$ cat config.mk
export PLATFORM = sky130hd
export DESIGN_NAME = nn_mlp_seq
export DESIGN_NICKNAME = d
export VERILOG_FILES = /design/src/rtl/nn_mlp_seq.sv
export SDC_FILE = /design/constraint.sdc
export NUM_CORES = 1
export LEC_CHECK = 0
export ABC_AREA = 1
export BUFFER_PORTS_ARGS = -buffer_cell sky130_fd_sc_hd__buf_2
export CAP_MARGIN = 20
export CORE_ASPECT_RATIO = 0.75
export CORE_MARGIN = 3
export CORE_UTILIZATION = 60
export CTS_BUF_LIST = sky130_fd_sc_hd__clkbuf_8
export CTS_CLUSTER_SIZE = 30
export DETAILED_ROUTE_END_ITERATION = 10
export PLACE_DENSITY = 0.84
export RECOVER_POWER = 50
export SLEW_MARGIN = 20
export SYNTH_ARGS = -nofsm -noshare
export SYNTH_HDL_FRONTEND = slang
export SYNTH_SLANG_ARGS = --single-unit
$ cat constraint.sdc
create_clock -name clk -period 8.1 [get_ports clk]
set_input_delay 1.215 -clock clk [delete_from_list [all_inputs] [get_ports clk]]
set_output_delay 1.215 -clock clk [all_outputs]
set_load 0.03 [all_outputs]
$ cat src/rtl/nn_mlp_seq.sv
// rtl/nn_mlp_seq.sv - time-multiplexed 2-input MLP, one shared multiplier, programmable coefficients
module nn_mlp_seq #(
  parameter int DW   = 9,
  parameter int WW   = 8,
  parameter int NH   = 3,
  parameter int FRAC = 6,
  parameter int OW   = 8,
  parameter int AW   = $clog2(4*NH+2)
) (
  input  logic                 clk,
  input  logic                 rst,
  input  logic                 in_valid,
  output logic                 in_ready,
  input  logic signed [DW-1:0] x1,
  input  logic signed [DW-1:0] x2,
  output logic                 out_valid,
  input  logic                 out_ready,
  output logic [OW-1:0]        out1,
  input  logic                 cfg_we,
  input  logic [AW-1:0]        cfg_addr,
  input  logic signed [WW-1:0] cfg_data
);

  localparam int NC   = 4*NH + 2;
  localparam int CW   = $clog2(NC);
  localparam int JW   = (NH > 1) ? $clog2(NH) : 1;
  localparam int PW   = WW + DW;
  localparam int ACCW = DW + WW + $clog2(NH+2) + 2;
  localparam int HMAX = 2**(DW-1) - 1;
  localparam int OMAX = 2**OW - 1;

  localparam logic signed [ACCW-1:0] HMAX_A = ACCW'(HMAX);
  localparam logic signed [ACCW-1:0] OMAX_A = ACCW'(OMAX);
  localparam logic [CW-1:0] IDX_W2X = CW'(4*NH);
  localparam logic [CW-1:0] IDX_B2  = CW'(4*NH+1);
  localparam logic [CW-1:0] IDX_W2  = CW'(3*NH);

  typedef enum logic [2:0] {
    S_IDLE, S_HA, S_HB, S_ACT, S_OB, S_OJ, S_FIN, S_DONE
  } state_t;

  state_t                 state;
  logic signed [WW-1:0]   coef [NC];
  logic [DW-1:0]          h [NH];
  logic signed [DW-1:0]   x1_r;
  logic signed [DW-1:0]   x2_r;
  logic [JW-1:0]          j;
  logic signed [ACCW-1:0] acc;

  logic [CW-1:0]          j3;
  logic signed [WW-1:0]   mul_w;
  logic signed [DW-1:0]   mul_x;
  logic signed [ACCW-1:0] base;
  logic signed [PW-1:0]   prod;
  logic signed [ACCW-1:0] acc_next;

  function automatic logic signed [ACCW-1:0] bias_ext(input logic signed [WW-1:0] b);
    bias_ext = ACCW'(b) <<< FRAC;
  endfunction

  // Hidden activation: ReLU that also saturates to the positive range of an input word.
  function automatic logic [DW-1:0] act(input logic signed [ACCW-1:0] s);
    logic signed [ACCW-1:0] q;
    q = s >>> FRAC;
    if (q[ACCW-1])
      act = '0;
    else if (q > HMAX_A)
      act = DW'(HMAX);
    else
      act = q[DW-1:0];
  endfunction

  function automatic logic [OW-1:0] sat(input logic signed [ACCW-1:0] s);
    logic signed [ACCW-1:0] q;
    q = s >>> FRAC;
    if (q[ACCW-1])
      sat = '0;
    else if (q > OMAX_A)
      sat = OW'(OMAX);
    else
      sat = q[OW-1:0];
  endfunction

  // Operand selection for the single multiplier; base is either a shifted bias or the running sum.
  always_comb begin
    j3    = CW'(j) * CW'(3);
    mul_w = '0;
    mul_x = '0;
    base  = '0;
    case (state)
      S_HA: begin
        mul_w = coef[j3];
        mul_x = x1_r;
        base  = bias_ext(coef[j3 + CW'(2)]);
      end
      S_HB: begin
        mul_w = coef[j3 + CW'(1)];
        mul_x = x2_r;
        base  = acc;
      end
      S_OB: begin
        mul_w = coef[IDX_W2X];
        mul_x = x2_r;
        base  = bias_ext(coef[IDX_B2]);
      end
      S_OJ: begin
        mul_w = coef[IDX_W2 + CW'(j)];
        mul_x = $signed(h[j]);
        base  = acc;
      end
      default: ;
    endcase
  end

  assign prod     = mul_w * mul_x;
  assign acc_next = base + ACCW'(prod);

  always_ff @(posedge clk) begin
    if (rst) begin
      state     <= S_IDLE;
      in_ready  <= 1'b1;
      out_valid <= 1'b0;
      out1      <= '0;
      j         <= '0;
      acc       <= '0;
      x1_r      <= '0;
      x2_r      <= '0;
      for (int i = 0; i < NC; i++) coef[i] <= '0;
      for (int i = 0; i < NH; i++) h[i] <= '0;
    end else begin
      case (state)
        S_IDLE: begin
          if (cfg_we && (int'(cfg_addr) < NC))
            coef[cfg_addr] <= cfg_data;
          if (in_valid) begin
            x1_r     <= x1;
            x2_r     <= x2;
            j        <= '0;
            in_ready <= 1'b0;
            state    <= S_HA;
          end
        end
        S_HA: begin
          acc   <= acc_next;
          state <= S_HB;
        end
        S_HB: begin
          acc   <= acc_next;
          state <= S_ACT;
        end
        S_ACT: begin
          h[j] <= act(acc);
          if (j == JW'(NH-1)) begin
            j     <= '0;
            state <= S_OB;
          end else begin
            j     <= j + 1'b1;
            state <= S_HA;
          end
        end
        S_OB: begin
          acc   <= acc_next;
          state <= S_OJ;
        end
        S_OJ: begin
          acc <= acc_next;
          if (j == JW'(NH-1)) begin
            j     <= '0;
            state <= S_FIN;
          end else begin
            j <= j + 1'b1;
          end
        end
        S_FIN: begin
          out1      <= sat(acc);
          out_valid <= 1'b1;
          state     <= S_DONE;
        end
        S_DONE: begin
          if (out_ready) begin
            out_valid <= 1'b0;
            in_ready  <= 1'b1;
            state     <= S_IDLE;
          end
        end
        default: state <= S_IDLE;
      endcase
    end
  end

endmodule

==> results.tsv <==
stage	metric	value	unit
setup_path	reg2reg setup slack	760	ps
die	Die W	194	microns
layout	Seq. cell area	6070	sq um
global_route	gr busiest metal	met1	
timing	fin crit period	7340	ps
clock_tree	Worst-path clk slew	70	ps
global_route	GR Util met2	0.471	
global_route	largest net degree at the start of global routing	109	
placement	area of placed instances	16300	sq um
logic_synthesis	YS warnings	0	
logic_synthesis	cells after synthesis	1897	
logic_synthesis	async set-or-reset flop fraction in the synthesized netlist	0	
timing	Final Hold Fails	0	
die	Top Ports	45	
layout	share of cells above drive strength 1	0.0679	
setup_path	CP max FO	108	
power	PD cells	268	nW/um^2
layout	Design Area, Final	16900	sq um
global_route	global-route wire length before repair	74300	microns
global_route	vias in the first global route	13400	
layout	footprint of the multi-input gates	8520	sq um
route	via/cell ratio	6.09	
clock_tree	CTS tree	built	
setup_path	crit path from	j[0]$_SDFFE_PP0P_	
logic_synthesis	sequential share of the synthesized area	0.381	
clock_tree	# resized after CTS	0	
layout	area grow syn2layout	6.58	%
route	Post-route DRC	1	
min_path	hold crit path type	reg2reg	
die	initial core utilization	0.623	
logic_synthesis	largest area contributor in the netlist	edfxtp_1	
placement	Port Buffers	44	
layout	fill count	2194	
logic_synthesis	Mean Syn Cell Area	8.38	sq um
logic_synthesis	Post-synth top cells	nand2_1 (388), nor2_1 (240), inv_1 (218), nand3_1 (170), edfxtp_1 (164)	
logic_synthesis	Post-synth EDFFs	164	
clock_tree	H-tree depth	2	
setup_path	reg2reg start	j[0]$_SDFFE_PP0P_	
setup_path	Stages on worst setup path	29	
route	via count	14000	
setup_path	Buf+Inv Stages, Crit Path	8	
setup_path	Setup crit end	acc[21]$_SDFFE_PP0N_	
setup_path	CP Launch Type	flop	
clock_tree	clk root buf	clkbuf_8	
timing	worst slew pin tran	3460	ps
power	maximum vdd drop	0.245	mV
timing	Max Fclk	136	MHz
logic_synthesis	#FFs+latches synth	221	
setup_path	worst r2r path cells	29	
timing	Worst Skew	44.8	ps
timing	Final Cycle Share	0.906	
setup_path	R2R Path End	acc[21]$_SDFFE_PP0N_	
timing	slew margin rel.	-1.31	
timing	Fin Setup TNS	0	ps
layout	Final nets	2128	
clock_tree	clock tree sinks	221	
placement	RD Place Congestion	1.06	
die	Die ar.	28500	sq um
power	LEAKAGE	7.75	nW
layout	n_diodes	0	
setup_path	Crit Path Class	reg2reg	
placement	post-DP HPWL	36700	microns
route	1st-pass router iterations	9	
clock_tree	postcts setup bufs	0	
die	Core ar.	25500	sq um
logic_synthesis	Cell variety after synth	56	
global_route	met3 Use GR	0.129	
clock_tree	Clk Latency, worst-skew pair	570	ps
logic_synthesis	Synth Flop Type	edfxtp_1	
die	die height	147	microns
job	maxcap violations	1	
clock_tree	worst-case clock buffer depth	3	
timing	Slew Viols, Final	68	
global_route	initial antenna violation count	0	
logic_synthesis	Mapped Area	15900	sq um
clock_tree	cts hold-fix bufs	0	
setup_path	slowest cell delay on critical path	690	ps
logic_synthesis	Synth top area share	0.310	
route	Final ANT Viol Nets	0	
setup_path	Req. time, crit path	8540	ps
route	1st-iter DRT viols	1835	
route	wire per inst	21.1	microns
setup_path	CP dominant cell by count	nand2_1	
setup_path	WP data arrival	7770	ps
outcome	failing checks	design-rule violations, max-capacitance violations, max-slew violations	
global_route	GRT Total Usage	0.335	
global_route	total gr overflow	0	
logic_synthesis	most frequent cell after synthesis	nand2_1	
setup_path	CP delay by family, top	adder cells	
global_route	met1 usage	0.492	
die	row count	50	
timing	RSZ-0062 raised after global routing	false	
setup_path	Crit-path slowest cell	fa_1	
route	final WL	48400	microns
timing	Setup Viol. Count Final	0	
logic_synthesis	largest cells by area after synthesis	edfxtp_1 (31%), fa_1 (13%), nand2_1 (9.2%)	
outcome	status	finished, violations left	
setup_path	Crit. End Element	flop	
clock_tree	CTS buffer count	35	
sequential cells by signal, summed over array words and instances, names as in the netlist, named ones only:
register   count
out1           8
state          3
acc           22
j              2
x2_r           9
out_valid      1
h             36
x1_r           9
coef         128
in_ready       1
tightest hold or removal path, cell delays in order (launching register included):
cell     delay, ps
dfxtp_1        300
inv_1           60
a21oi_1         60
routing by layer:
layer,part of all wire,wire length (microns)
met1,0.42,20400
met2,0.41,19800
met3,0.15,7240
met4,0.020,969
met5,0,0
how the worst min path moves through the flow:
| stage | endpoint | start | cells after the start | slack [ps] |
|---|---|---|---|---|
| after CTS | x2_r[4]$_SDFFE_PP0P_ | x2_r[4]$_SDFFE_PP0P_ | 2 | 460 |
| after floorplan | x1_r[2]$_SDFFE_PP0P_ | x1_r[2]$_SDFFE_PP0P_ | 2 | 430 |
| after detailed placement | x2_r[4]$_SDFFE_PP0P_ | x2_r[4]$_SDFFE_PP0P_ | 2 | 450 |
| final | x1_r[6]$_SDFFE_PP0P_ | x1_r[6]$_SDFFE_PP0P_ | 2 | 460 |
| after global placement | x1_r[6]$_SDFFE_PP0P_ | x1_r[6]$_SDFFE_PP0P_ | 2 | 440 |
| after global routing | x2_r[1]$_SDFFE_PP0P_ | x2_r[1]$_SDFFE_PP0P_ | 2 | 490 |
logic make-up (layout without fill, tap and decap cells):
family | Yosys count | count (layout) | share of synthesized area
AOI/OAI and AO/OA | 324 | 324 | 0.118
xor gates and xnor gates | 11 | 11 | 0.00653
adders and majority gates | 159 | 159 | 0.172
buffers and inverters | 318 | 362 | 0.0866
DFF | 221 | 221 | 0.381
muxes | 16 | 16 | 0.0101
other | 1 | 20 | 0.000236
and+or+nand+nor | 847 | 847 | 0.225
per-stage QoR:
stage               setup WS [ps]  total power [mW]  hold slack [ps]  std cells   util
floorplan                     973              2.93              429       1916      -
global placement             1120              3.45              441       2235  0.638
detailed placement           1040              3.51              447       2235  0.638
CTS                           978              4.49              456       2298  0.666
global route                  301              4.85              486       2298  0.664
finish                        765              4.55              457       2298  0.664
power breakdown:
part | total, mW | internal [mW] | switching, mW
clock | 0.977 | 0.503 | 0.474
sequential | 1.42 | 1.35 | 0.0756
combinational | 2.15 | 0.668 | 1.48
total | 4.55 | 2.52 | 2.03
cells in the final DEF, fill, tap and decap left out, types with 3 or more instances in the layout:
cell and count:
a21o_1 3, a21oi_1 96, a221o_1 9, a31oi_1 4, buf_2 25, buf_4 17, clkbuf_1 21, clkbuf_8 38
clkinv_1 13, conb_1 20, dfxtp_1 57, edfxtp_1 164, fa_1 100, ha_1 58, inv_1 229, inv_2 8
mux2i_1 16, nand2_1 388, nand2_2 3, nand3_1 170, nand3b_1 3, nand4_1 5, nor2_1 240, nor2_2 10
nor2_4 3, nor3_1 8, o2111ai_1 6, o211ai_1 23, o21ai_0 136, o21ai_1 11, o21bai_1 8, o221ai_1 9
o22ai_1 3, o31ai_1 3, or2_2 8, xnor2_1 4, xor2_1 6
area by class of cell:
cell class,count,area share
Inverter,235,0.0523
Clock buffer,38,0.0309
Tap cell,338,0.0250
Multi-Input combinational cell,1377,0.503
Sequential cell,221,0.358
Clock inverter,25,0.0103
Timing Repair Buffer,64,0.0207
No activity file was read; power rests on OpenSTA's default activity.
